===== config.mk =====
export PLATFORM = sky130hd
export DESIGN_NAME = rvs_xrf_wb_arbiter_flat
export DESIGN_NICKNAME = d
export VERILOG_FILES = /design/src/rtl/rvs_xrf_wb_arbiter_if.sv /design/src/rtl/rvs_xrf_wb_arbiter.sv /design/src/flat_wrapper.sv
export SDC_FILE = /design/constraint.sdc
export NUM_CORES = 1
export LEC_CHECK = 0
export CAP_MARGIN = 20
export CELL_PAD_IN_SITES_DETAIL_PLACEMENT = 0
export CELL_PAD_IN_SITES_GLOBAL_PLACEMENT = 2
export CORE_UTILIZATION = 40
export CTS_CLUSTER_DIAMETER = 60
export DETAILED_ROUTE_END_ITERATION = 8
export PLACE_DENSITY_LB_ADDON = 0.1
export SLEW_MARGIN = 20
export SYNTH_ARGS = -nofsm -noshare
export SYNTH_HDL_FRONTEND = slang
export SYNTH_SLANG_ARGS = --single-unit

===== constraint.sdc =====
create_clock -name clk -period 14.65 [get_ports clk]
set_input_delay 2.93 -clock clk [delete_from_list [all_inputs] [get_ports clk]]
set_output_delay 2.93 -clock clk [all_outputs]
set_load 0.03 [all_outputs]

===== src/rtl/rvs_xrf_wb_arbiter_if.sv =====
// Bus bundle between the RVV retire stage, the writeback arbiter and the scalar XRF write ports.
interface rvs_xrf_wb_arbiter_if #(
   parameter int NUM_RT_UOP = 4,
   parameter int NUM_XRF_WP = 2,
   parameter int DEPTH      = 8,
   parameter int XLEN       = 32,
   parameter int AW         = 5
);
   localparam int CW = $clog2(DEPTH) + 1;

   logic [NUM_RT_UOP-1:0]      rt_xrf_valid_rvv2rvs;
   logic [NUM_RT_UOP*AW-1:0]   rt_xrf_addr_rvv2rvs;
   logic [NUM_RT_UOP*XLEN-1:0] rt_xrf_data_rvv2rvs;
   logic [NUM_RT_UOP-1:0]      rt_xrf_ready_rvs2rvv;
   logic                       xrf_wp_stall;
   logic [NUM_XRF_WP-1:0]      xrf_wp_en;
   logic [NUM_XRF_WP*AW-1:0]   xrf_wp_addr;
   logic [NUM_XRF_WP*XLEN-1:0] xrf_wp_data;
   logic [CW-1:0]              wb_count;
   logic                       wb_idle;

   modport slave (
      input  rt_xrf_valid_rvv2rvs, rt_xrf_addr_rvv2rvs, rt_xrf_data_rvv2rvs, xrf_wp_stall,
      output rt_xrf_ready_rvs2rvv, xrf_wp_en, xrf_wp_addr, xrf_wp_data, wb_count, wb_idle
   );

   modport master (
      output rt_xrf_valid_rvv2rvs, rt_xrf_addr_rvv2rvs, rt_xrf_data_rvv2rvs, xrf_wp_stall,
      input  rt_xrf_ready_rvs2rvv, xrf_wp_en, xrf_wp_addr, xrf_wp_data, wb_count, wb_idle
   );
endinterface


===== src/rtl/rvs_xrf_wb_arbiter.sv =====
// RVV->XRF writeback buffer: in-order multi-lane accept into a circular FIFO, oldest-first drain
// onto the scalar write ports, never issuing two same-cycle writes to one register.
module rvs_xrf_wb_arbiter #(
   parameter int NUM_RT_UOP = 4,
   parameter int NUM_XRF_WP = 2,
   parameter int DEPTH      = 8,
   parameter int XLEN       = 32,
   parameter int AW         = 5
) (
   input  logic                   clk,
   input  logic                   rst_n,
   rvs_xrf_wb_arbiter_if.slave    bus
);
   localparam int PW = $clog2(DEPTH);
   localparam int CW = PW + 1;

   logic [AW-1:0]         addr_mem [DEPTH];
   logic [XLEN-1:0]       data_mem [DEPTH];
   logic [PW-1:0]         rd_ptr_q;
   logic [PW-1:0]         wr_ptr_q;
   logic [CW-1:0]         count_q;
   logic [CW-1:0]         count_d;
   logic [CW-1:0]         free_slots;
   logic [CW-1:0]         n_acc;
   logic [CW-1:0]         n_pop;
   logic [NUM_RT_UOP-1:0] ready;
   logic [NUM_RT_UOP-1:0] accept;
   logic [NUM_XRF_WP-1:0] issue;
   logic                  blocked;
   logic                  hazard;
   logic [AW-1:0]         head_addr [NUM_XRF_WP];
   logic [XLEN-1:0]       head_data [NUM_XRF_WP];

   // Ready looks only at registered occupancy; a same-cycle pop gives no extra credit.
   always_comb begin
      free_slots = CW'(DEPTH) - count_q;
      ready      = '0;
      accept     = '0;
      n_acc      = '0;
      for (int i = 0; i < NUM_RT_UOP; i++) begin
         ready[i]  = rst_n && (CW'(i) < free_slots);
         accept[i] = bus.rt_xrf_valid_rvv2rvs[i] && ready[i];
         n_acc     = n_acc + CW'(accept[i]);
      end
   end

   always_comb begin
      for (int j = 0; j < NUM_XRF_WP; j++) begin
         head_addr[j] = addr_mem[rd_ptr_q + PW'(j)];
         head_data[j] = data_mem[rd_ptr_q + PW'(j)];
      end
   end

   // Issue the longest head prefix with pairwise-distinct addresses; the first repeat and
   // everything younger wait for a later cycle.
   always_comb begin
      issue   = '0;
      n_pop   = '0;
      blocked = bus.xrf_wp_stall;
      hazard  = 1'b0;
      for (int j = 0; j < NUM_XRF_WP; j++) begin
         hazard = 1'b0;
         for (int k = 0; k < NUM_XRF_WP; k++) begin
            if (k < j && head_addr[k] == head_addr[j]) begin
               hazard = 1'b1;
            end
         end
         if (!blocked && (CW'(j) < count_q) && !hazard) begin
            issue[j] = 1'b1;
            n_pop    = CW'(j + 1);
         end else begin
            blocked = 1'b1;
         end
      end
   end

   always_comb begin
      count_d = count_q + n_acc - n_pop;
      for (int j = 0; j < NUM_XRF_WP; j++) begin
         bus.xrf_wp_en[j]                 = issue[j] && rst_n;
         bus.xrf_wp_addr[j*AW +: AW]      = (issue[j] && rst_n) ? head_addr[j] : '0;
         bus.xrf_wp_data[j*XLEN +: XLEN]  = (issue[j] && rst_n) ? head_data[j] : '0;
      end
   end

   assign bus.rt_xrf_ready_rvs2rvv = ready;
   assign bus.wb_count             = count_q;
   assign bus.wb_idle              = (count_q == '0);

   always_ff @(posedge clk or negedge rst_n) begin
      if (!rst_n) begin
         rd_ptr_q <= '0;
         wr_ptr_q <= '0;
         count_q  <= '0;
      end else begin
         rd_ptr_q <= rd_ptr_q + PW'(n_pop);
         wr_ptr_q <= wr_ptr_q + PW'(n_acc);
         count_q  <= count_d;
      end
   end

   // Storage needs no reset: occupancy alone decides what is live.
   always_ff @(posedge clk) begin
      for (int i = 0; i < NUM_RT_UOP; i++) begin
         if (accept[i]) begin
            addr_mem[wr_ptr_q + PW'(i)] <= bus.rt_xrf_addr_rvv2rvs[i*AW +: AW];
            data_mem[wr_ptr_q + PW'(i)] <= bus.rt_xrf_data_rvv2rvs[i*XLEN +: XLEN];
         end
      end
   end

   generate
      for (genvar g = 0; g < NUM_RT_UOP - 1; g++) begin : g_prefix_chk
         a_valid_prefix: assert property (@(posedge clk) disable iff (!rst_n)
            !bus.rt_xrf_valid_rvv2rvs[g] |-> !bus.rt_xrf_valid_rvv2rvs[g+1]);
      end
   endgenerate

   a_no_overflow: assert property (@(posedge clk) disable iff (!rst_n) count_q <= CW'(DEPTH));

endmodule


===== src/flat_wrapper.sv =====
// flat-port wrapper written by rule: the top's interface ports become plain ports
module rvs_xrf_wb_arbiter_flat 
#(
   parameter int NUM_RT_UOP = 4,
   parameter int NUM_XRF_WP = 2,
   parameter int DEPTH      = 8,
   parameter int XLEN       = 32,
   parameter int AW         = 5
)
  (clk, rst_n, bus_rt_xrf_valid_rvv2rvs, bus_rt_xrf_addr_rvv2rvs, bus_rt_xrf_data_rvv2rvs, bus_xrf_wp_stall, bus_rt_xrf_ready_rvs2rvv, bus_xrf_wp_en, bus_xrf_wp_addr, bus_xrf_wp_data, bus_wb_count, bus_wb_idle);
  rvs_xrf_wb_arbiter_if #(.NUM_RT_UOP(NUM_RT_UOP), .NUM_XRF_WP(NUM_XRF_WP), .DEPTH(DEPTH), .XLEN(XLEN), .AW(AW)) bus_i ();
  input  logic clk;
  input  logic rst_n;
  input wire logic [$bits(bus_i.rt_xrf_valid_rvv2rvs)-1:0] bus_rt_xrf_valid_rvv2rvs;
  input wire logic [$bits(bus_i.rt_xrf_addr_rvv2rvs)-1:0] bus_rt_xrf_addr_rvv2rvs;
  input wire logic [$bits(bus_i.rt_xrf_data_rvv2rvs)-1:0] bus_rt_xrf_data_rvv2rvs;
  input wire logic [$bits(bus_i.xrf_wp_stall)-1:0] bus_xrf_wp_stall;
  output wire logic [$bits(bus_i.rt_xrf_ready_rvs2rvv)-1:0] bus_rt_xrf_ready_rvs2rvv;
  output wire logic [$bits(bus_i.xrf_wp_en)-1:0] bus_xrf_wp_en;
  output wire logic [$bits(bus_i.xrf_wp_addr)-1:0] bus_xrf_wp_addr;
  output wire logic [$bits(bus_i.xrf_wp_data)-1:0] bus_xrf_wp_data;
  output wire logic [$bits(bus_i.wb_count)-1:0] bus_wb_count;
  output wire logic [$bits(bus_i.wb_idle)-1:0] bus_wb_idle;
  assign bus_i.rt_xrf_valid_rvv2rvs = bus_rt_xrf_valid_rvv2rvs;
  assign bus_i.rt_xrf_addr_rvv2rvs = bus_rt_xrf_addr_rvv2rvs;
  assign bus_i.rt_xrf_data_rvv2rvs = bus_rt_xrf_data_rvv2rvs;
  assign bus_i.xrf_wp_stall = bus_xrf_wp_stall;
  assign bus_rt_xrf_ready_rvs2rvv = bus_i.rt_xrf_ready_rvs2rvv;
  assign bus_xrf_wp_en = bus_i.xrf_wp_en;
  assign bus_xrf_wp_addr = bus_i.xrf_wp_addr;
  assign bus_xrf_wp_data = bus_i.xrf_wp_data;
  assign bus_wb_count = bus_i.wb_count;
  assign bus_wb_idle = bus_i.wb_idle;
  rvs_xrf_wb_arbiter #(.NUM_RT_UOP(NUM_RT_UOP), .NUM_XRF_WP(NUM_XRF_WP), .DEPTH(DEPTH), .XLEN(XLEN), .AW(AW)) u_core (.clk(clk), .rst_n(rst_n), .bus(bus_i));
endmodule

Word level (Yosys, flattened, before mapping)
Memory sizes are Yosys's and may differ from the RTL's.
Cells that the tools add are included.
Widths: inputs -> output; s select.
- flip-flop bits (word level): 10
- bits in latches: 0
- memory bits (writable): 296
- memory bits (read-only): 0
- input port bits: 155
- word-level logic and storage cells: 59
- memories: 2
- add/sub/neg operators: 12
- $mul: 0
- divide/modulo/power cells: 0
- order comparisons: 6
- equal/unequal tests: 1
- shift-type cells: 0
- mux-type cells: 18
- bitwise logic cells: 0
- reduce and logical (&&, ||, !) cells: 17
- memory list (name ; depth ; bits a word ; read ports ; clocked after memory_dff ; wr ports ; line ; text):
    u_core.data_mem ; 8 ; 32 ; 2 ; 0 ; 4 ; rvs_xrf_wb_arbiter.sv:18 ; logic [XLEN-1:0] data_mem [DEPTH];
    u_core.addr_mem ; 8 ; 5 ; 2 ; 0 ; 4 ; rvs_xrf_wb_arbiter.sv:17 ; logic [AW-1:0] addr_mem [DEPTH];
- operator list (cell ; count):
    $mux 32 ; 2
    $lt 1x4->1 const A ; 4
    $logic_and 1x1->1 ; 13
    $mux 1 ; 13
    $mux 5 ; 2
    $add 4x1->4 ; 2
    $lt 2x4->1 const A ; 2
    $add 3x1->3 const B ; 2
    $add 3x2->3 const B ; 2
    $add 3x3->3 ; 2
    $eq 5x5->1 ; 1
    $add 4x4->4 ; 1
    $logic_not 4->1 ; 1
    $mux 4 ; 1
    $sub 4x4->4 ; 1
    $sub 4x4->4 const A ; 1
    $logic_not 1->1 ; 3
    $add 1x1->2 ; 1

Depth between registers and ports, before layout
- depth in word-level cells: 9
- mapped depth: 21
- mapped depth without buffers: 19

Worst setup path before layout
OpenSTA, ideal clock, no wires.
- path kind: input-to-reg
- start: input rst_n
- end: memory u_core.addr_mem[2][0], enable pin
- library setup time: 487 ps
- data arrival time: 6908 ps
- required time: 14163 ps
- setup slack: 7255 ps
- stages: 8
- path buffers: 3
- cell sequence: buf_2 -> o41ai_2 -> a21o_1 -> buf_4 -> buf_4 -> a21boi_0 -> nand2_1 -> o31ai_1
- RTL lines (what ; line ; text):
    from (decl) ; flat_wrapper.sv:13 ; input logic rst_n;
    to (decl) ; rvs_xrf_wb_arbiter.sv:17 ;

Final worst setup path
- start: register u_core.rd_ptr_q[1]
- end: output bus_xrf_wp_data[50]
- cells in the longest elaborated chain, start to end: 9
- ends and longest elaborated chain (what ; line ; text):
    from (decl) ; rvs_xrf_wb_arbiter.sv:19 ; logic [PW-1:0] rd_ptr_q;
    from (signal assigned) ; rvs_xrf_wb_arbiter.sv:96 ; rd_ptr_q <= rd_ptr_q + PW'(n_pop);
    $add 3x1->3 ; rvs_xrf_wb_arbiter.sv:49, rvs_xrf_wb_arbiter.sv:50 ;
    $mem_v2 8x5 ; - ;
    $eq 5x5->1 ; rvs_xrf_wb_arbiter.sv:64 ; if (k < j && head_addr[k] == head_addr[j]) begin
    $mux 1 ; rvs_xrf_wb_arbiter.sv:64 ;
    $logic_not 1->1 ; rvs_xrf_wb_arbiter.sv:68 ; if (!blocked && (CW'(j) < count_q) && !hazard) begin
    $logic_and 1x1->1 ; rvs_xrf_wb_arbiter.sv:68 ;
    $mux 1 ; rvs_xrf_wb_arbiter.sv:68 ;
    $logic_and 1x1->1 ; rvs_xrf_wb_arbiter.sv:82 ; bus.xrf_wp_data[j*XLEN +: XLEN] = (issue[j] && rst_n) ? head_data[j] : '0;
    $mux 32 (*) ; rvs_xrf_wb_arbiter.sv:82 ;
    to (decl) ; flat_wrapper.sv:21 ; output wire logic [$bits(bus_i.xrf_wp_data)-1:0] bus_xrf_wp_data;
Every way passes the cells marked *; elsewhere a longest branch is shown, timed or not.

==> impl_metrics.yaml <==
layout:
  drive_gt1_frac: 0.129
  fillers: 5564
  register_area_um2: 9150
  final_area_um2: 28300
  multiInputGateArea_um2: 13800
  nets: 2810
  syn2layout_area_growth_pct: 16.5
yosys:
  synth_top_area_cell: "edfxtp_1"
  synth_flop_cell: "edfxtp_1"
  async_reset_ff_frac: 0.0327
  synth_area_leaders: "edfxtp_1 (37%), mux4_2 (14%), nor3_1 (7.2%), nor2_1 (6.8%), o31ai_1 (5.8%)"
  synth_top_area_frac: 0.366
  yosys.cell_count.top_type: "nor2_1"
  synth_area_um2: 24300
  synth_cells: 2648
  ys_ff_latch: 306
  syn_avg_cell_area_um2: 9.17
  ys.warnings.count: 0
  ys_types: 49
  synth_edf_count: 296
  synth_seq_area_share: 0.376
  synth_nets: 2823
  synth_common_cells: "nor2_1 (439), nor3_1 (348), nand2_1 (315)"
floorplanning:
  die_y_um: 248
  core_region_area_um2: 59500
  start_util: 0.408
  ios: 240
  rows: 89
  die_w_um: 248
  die_area_um2: 61700
grt:
  grt.total_usage: 0.375
  overflow: 0
  grt_pass1_wl_um: 170000
  antenna_found_initial: 6
  grt_max_degree: 75
  grt_pass1_vias: 23965
detailed_routing:
  routed-wl-met3_um: 14400
  drt_iter0_drc: 3199
  wl_met2_um: 53400
  wl_um: 118000
  dr_total_vias: 24531
  firstDrtPassIters: 6
  vias_per_cell: 7.13
  remaining_drc_errors: 0
  wl_met1_um: 44200
  top_layer_used: "met5"
  ant_nets: 0
  wire_per_inst_um: 34.4
power_and_ir_drop:
  pwr-share-clk: 0.155
  p_sw_frac: 0.461
  p_int_uw: 3670
  seq_power_share: 0.257
  net-switching-power_uw: 3130
  p_leak_uw: 0.00926
  powerDensity_nw_per_um2: 241
  power_frac_comb: 0.588
  vdd_drop_max_uv: 151
clock_tree:
  cts_sinks: 306
  cts.clk_slew.worst_paths_ps: 60
  clock_path_buffers: 3
  cts_root_buffer: "clkbuf_16"
  cts_hold_buffers: 0
  cts_buffers: 44
  cts_resized: 0
  postCtsSetupRepairBufs: 0
  tritoncts: "done"
  h-tree-depth: 2
  clk-insertion-delay-late_ps: 600
sta:
  finalClockSkew_ps: 28.1
  maxSlewHeadroom: 0.199
  rsz0062_at_grt: "false"
  setup_ws_ps: 5140
  tightest_slew_ps: 1200
  setup_violations: 0
  timing.hold.ws_ps: 775
  layout_min_cycle_time_ps: 9510
  slew_viol_final: 0
  fin_crit_sh: 0.649
  hold_viol: 0
  max_freq_mhz: 105
  setup-tns-final_ps: 0
critical_path:
  path_cells: "ha_4, buf_4, mux2i_1, mux4_2, xnor2_1, or4_4, a22oi_4, buf_4, nor3_1, clkdlybuf4s50_1"
  critPathKind: "reg -> out"
  endpoint_kind: "primary output"
  critPathArrivalTime_ps: 6580
  cp-start-kind: "flip-flop"
  slowest_delay_ps: 980
  cp.required_ps: 11720
  worstRegToRegCells: 15
  crit_path_top_delay_cell: "dfrtp_4"
  crit_top_cell: "buf_4"
  path_max_fanout: 48
outcome:
  status: "finished, final reports clean"
placed_design:
  routabilityCongestion: 0.828
  dp_hpwl_um: 61600
  postPlaceCellArea_um2: 26900
  place_ws_ps: 5750
  port_buffers: 239
hold_path:
  hp-class: "reg -> reg"
  hold_depth: 2
flow_run:
  maxCapViolations: 0
## logic make-up (layout without fill, tap and decap cells)
kind of cell	after synthesis	count (layout)	share of synthesized area
and+or+nand+nor	1137	1137	0.197
AOI/OAI and AO/OA	533	533	0.156
muxes	247	247	0.182
DFF	306	306	0.376
xor gates and xnor gates	21	21	0.00788
other	0	2	0
buffers and inverters	384	402	0.0691
adders and majority gates	20	20	0.0118
## per-layer routing
layer | vias up | track usage
met3 | 461 | 0.0899
met4 | 6 | 0.190
li1 | 9837 | -
met2 | 2042 | 0.591
met5 | - | 0
met1 | 12185 | 0.482
## final timing paths
kind	startpoint	end	slack (ps)
max	u_core.rd_ptr_q[1]	bus_xrf_wp_data[50]	5140
min	u_core.bus.wb_count[3]	u_core.bus.wb_count[3]	770
max reg2reg	u_core.rd_ptr_q[1]	u_core.bus.wb_count[3]	7770
min reg2reg	u_core.bus.wb_count[3]	u_core.bus.wb_count[3]	770
max in group asynchronous	rst_n	u_core.rd_ptr_q[1]	11300
min in group asynchronous	rst_n	u_core.bus.wb_count[2]	2800
## sequential cells by signal, summed over array words and instances (netlist names)
| register | flops |
|---|---|
| u_core.data_mem | 256 |
| u_core.addr_mem | 40 |
| u_core.bus.wb_count | 4 |
| u_core.rd_ptr_q | 3 |
| u_core.wr_ptr_q | 3 |
## cell usage in the layout, fill, tap and decap left out, types with 3 or more instances in the layout
cell,n
nand2_1,314
a211oi_4,8
o31ai_1,186
nor3_1,348
a21o_2,8
o211ai_1,5
o41ai_2,9
a21oi_4,8
inv_1,20
o2111ai_4,5
buf_4,64
dfrtp_1,7
and2_1,4
o211ai_4,3
mux2i_1,92
o41ai_1,102
dfrtp_4,3
o21ai_0,186
inv_6,3
nand3b_1,3
ha_1,14
clkdlybuf4s50_1,239
nand3_1,11
mux4_2,155
edfxtp_1,296
and2_2,7
nor2_1,439
xnor2_1,11
fa_1,5
clkbuf_1,10
clkbuf_16,46
clkinv_1,6
xor2_1,9
clkinv_2,5
## metrics by stage
step                utilization  power [µW]  std cells
finish                    0.476        6800       3441
global route              0.476        7020       3441
CTS                       0.476        6720       3439
detailed placement        0.453        5670       3362
global placement          0.453        5620       3362
floorplan                     -        4280       2648
## power by group through the flow
stage	logic (µW)	registers, µW	clock network (µW)
after floorplan	2640	1640	0
after global placement	3890	1730	0
after detailed placement	3920	1750	0
after CTS	3930	1740	1050
after global routing	4160	1780	1090
final	4000	1750	1050
## worst max-delay path, delay by kind of cell, from the launching register on
family	cells	cell delay [ps]
XOR/XNOR	1	180
multiplexers	2	760
buffers and inverters	3	2100
flip-flops	1	980
AND/OR/NAND/NOR	2	690
adder cells (fa/ha/maj)	1	950
AO/OA/AOI/OAI	1	190
## layout make-up
type,count,share of cell area
Inverter,22,0.00292
Multi-Input combinational cell,1958,0.489
Antenna cell,2,0.000177
Tap cell,773,0.0342
Clock buffer,57,0.0425
Sequential cell,306,0.323
Clock inverter,20,0.00615
Timing Repair Buffer,303,0.102
Power figures use the tool's default switching activity.
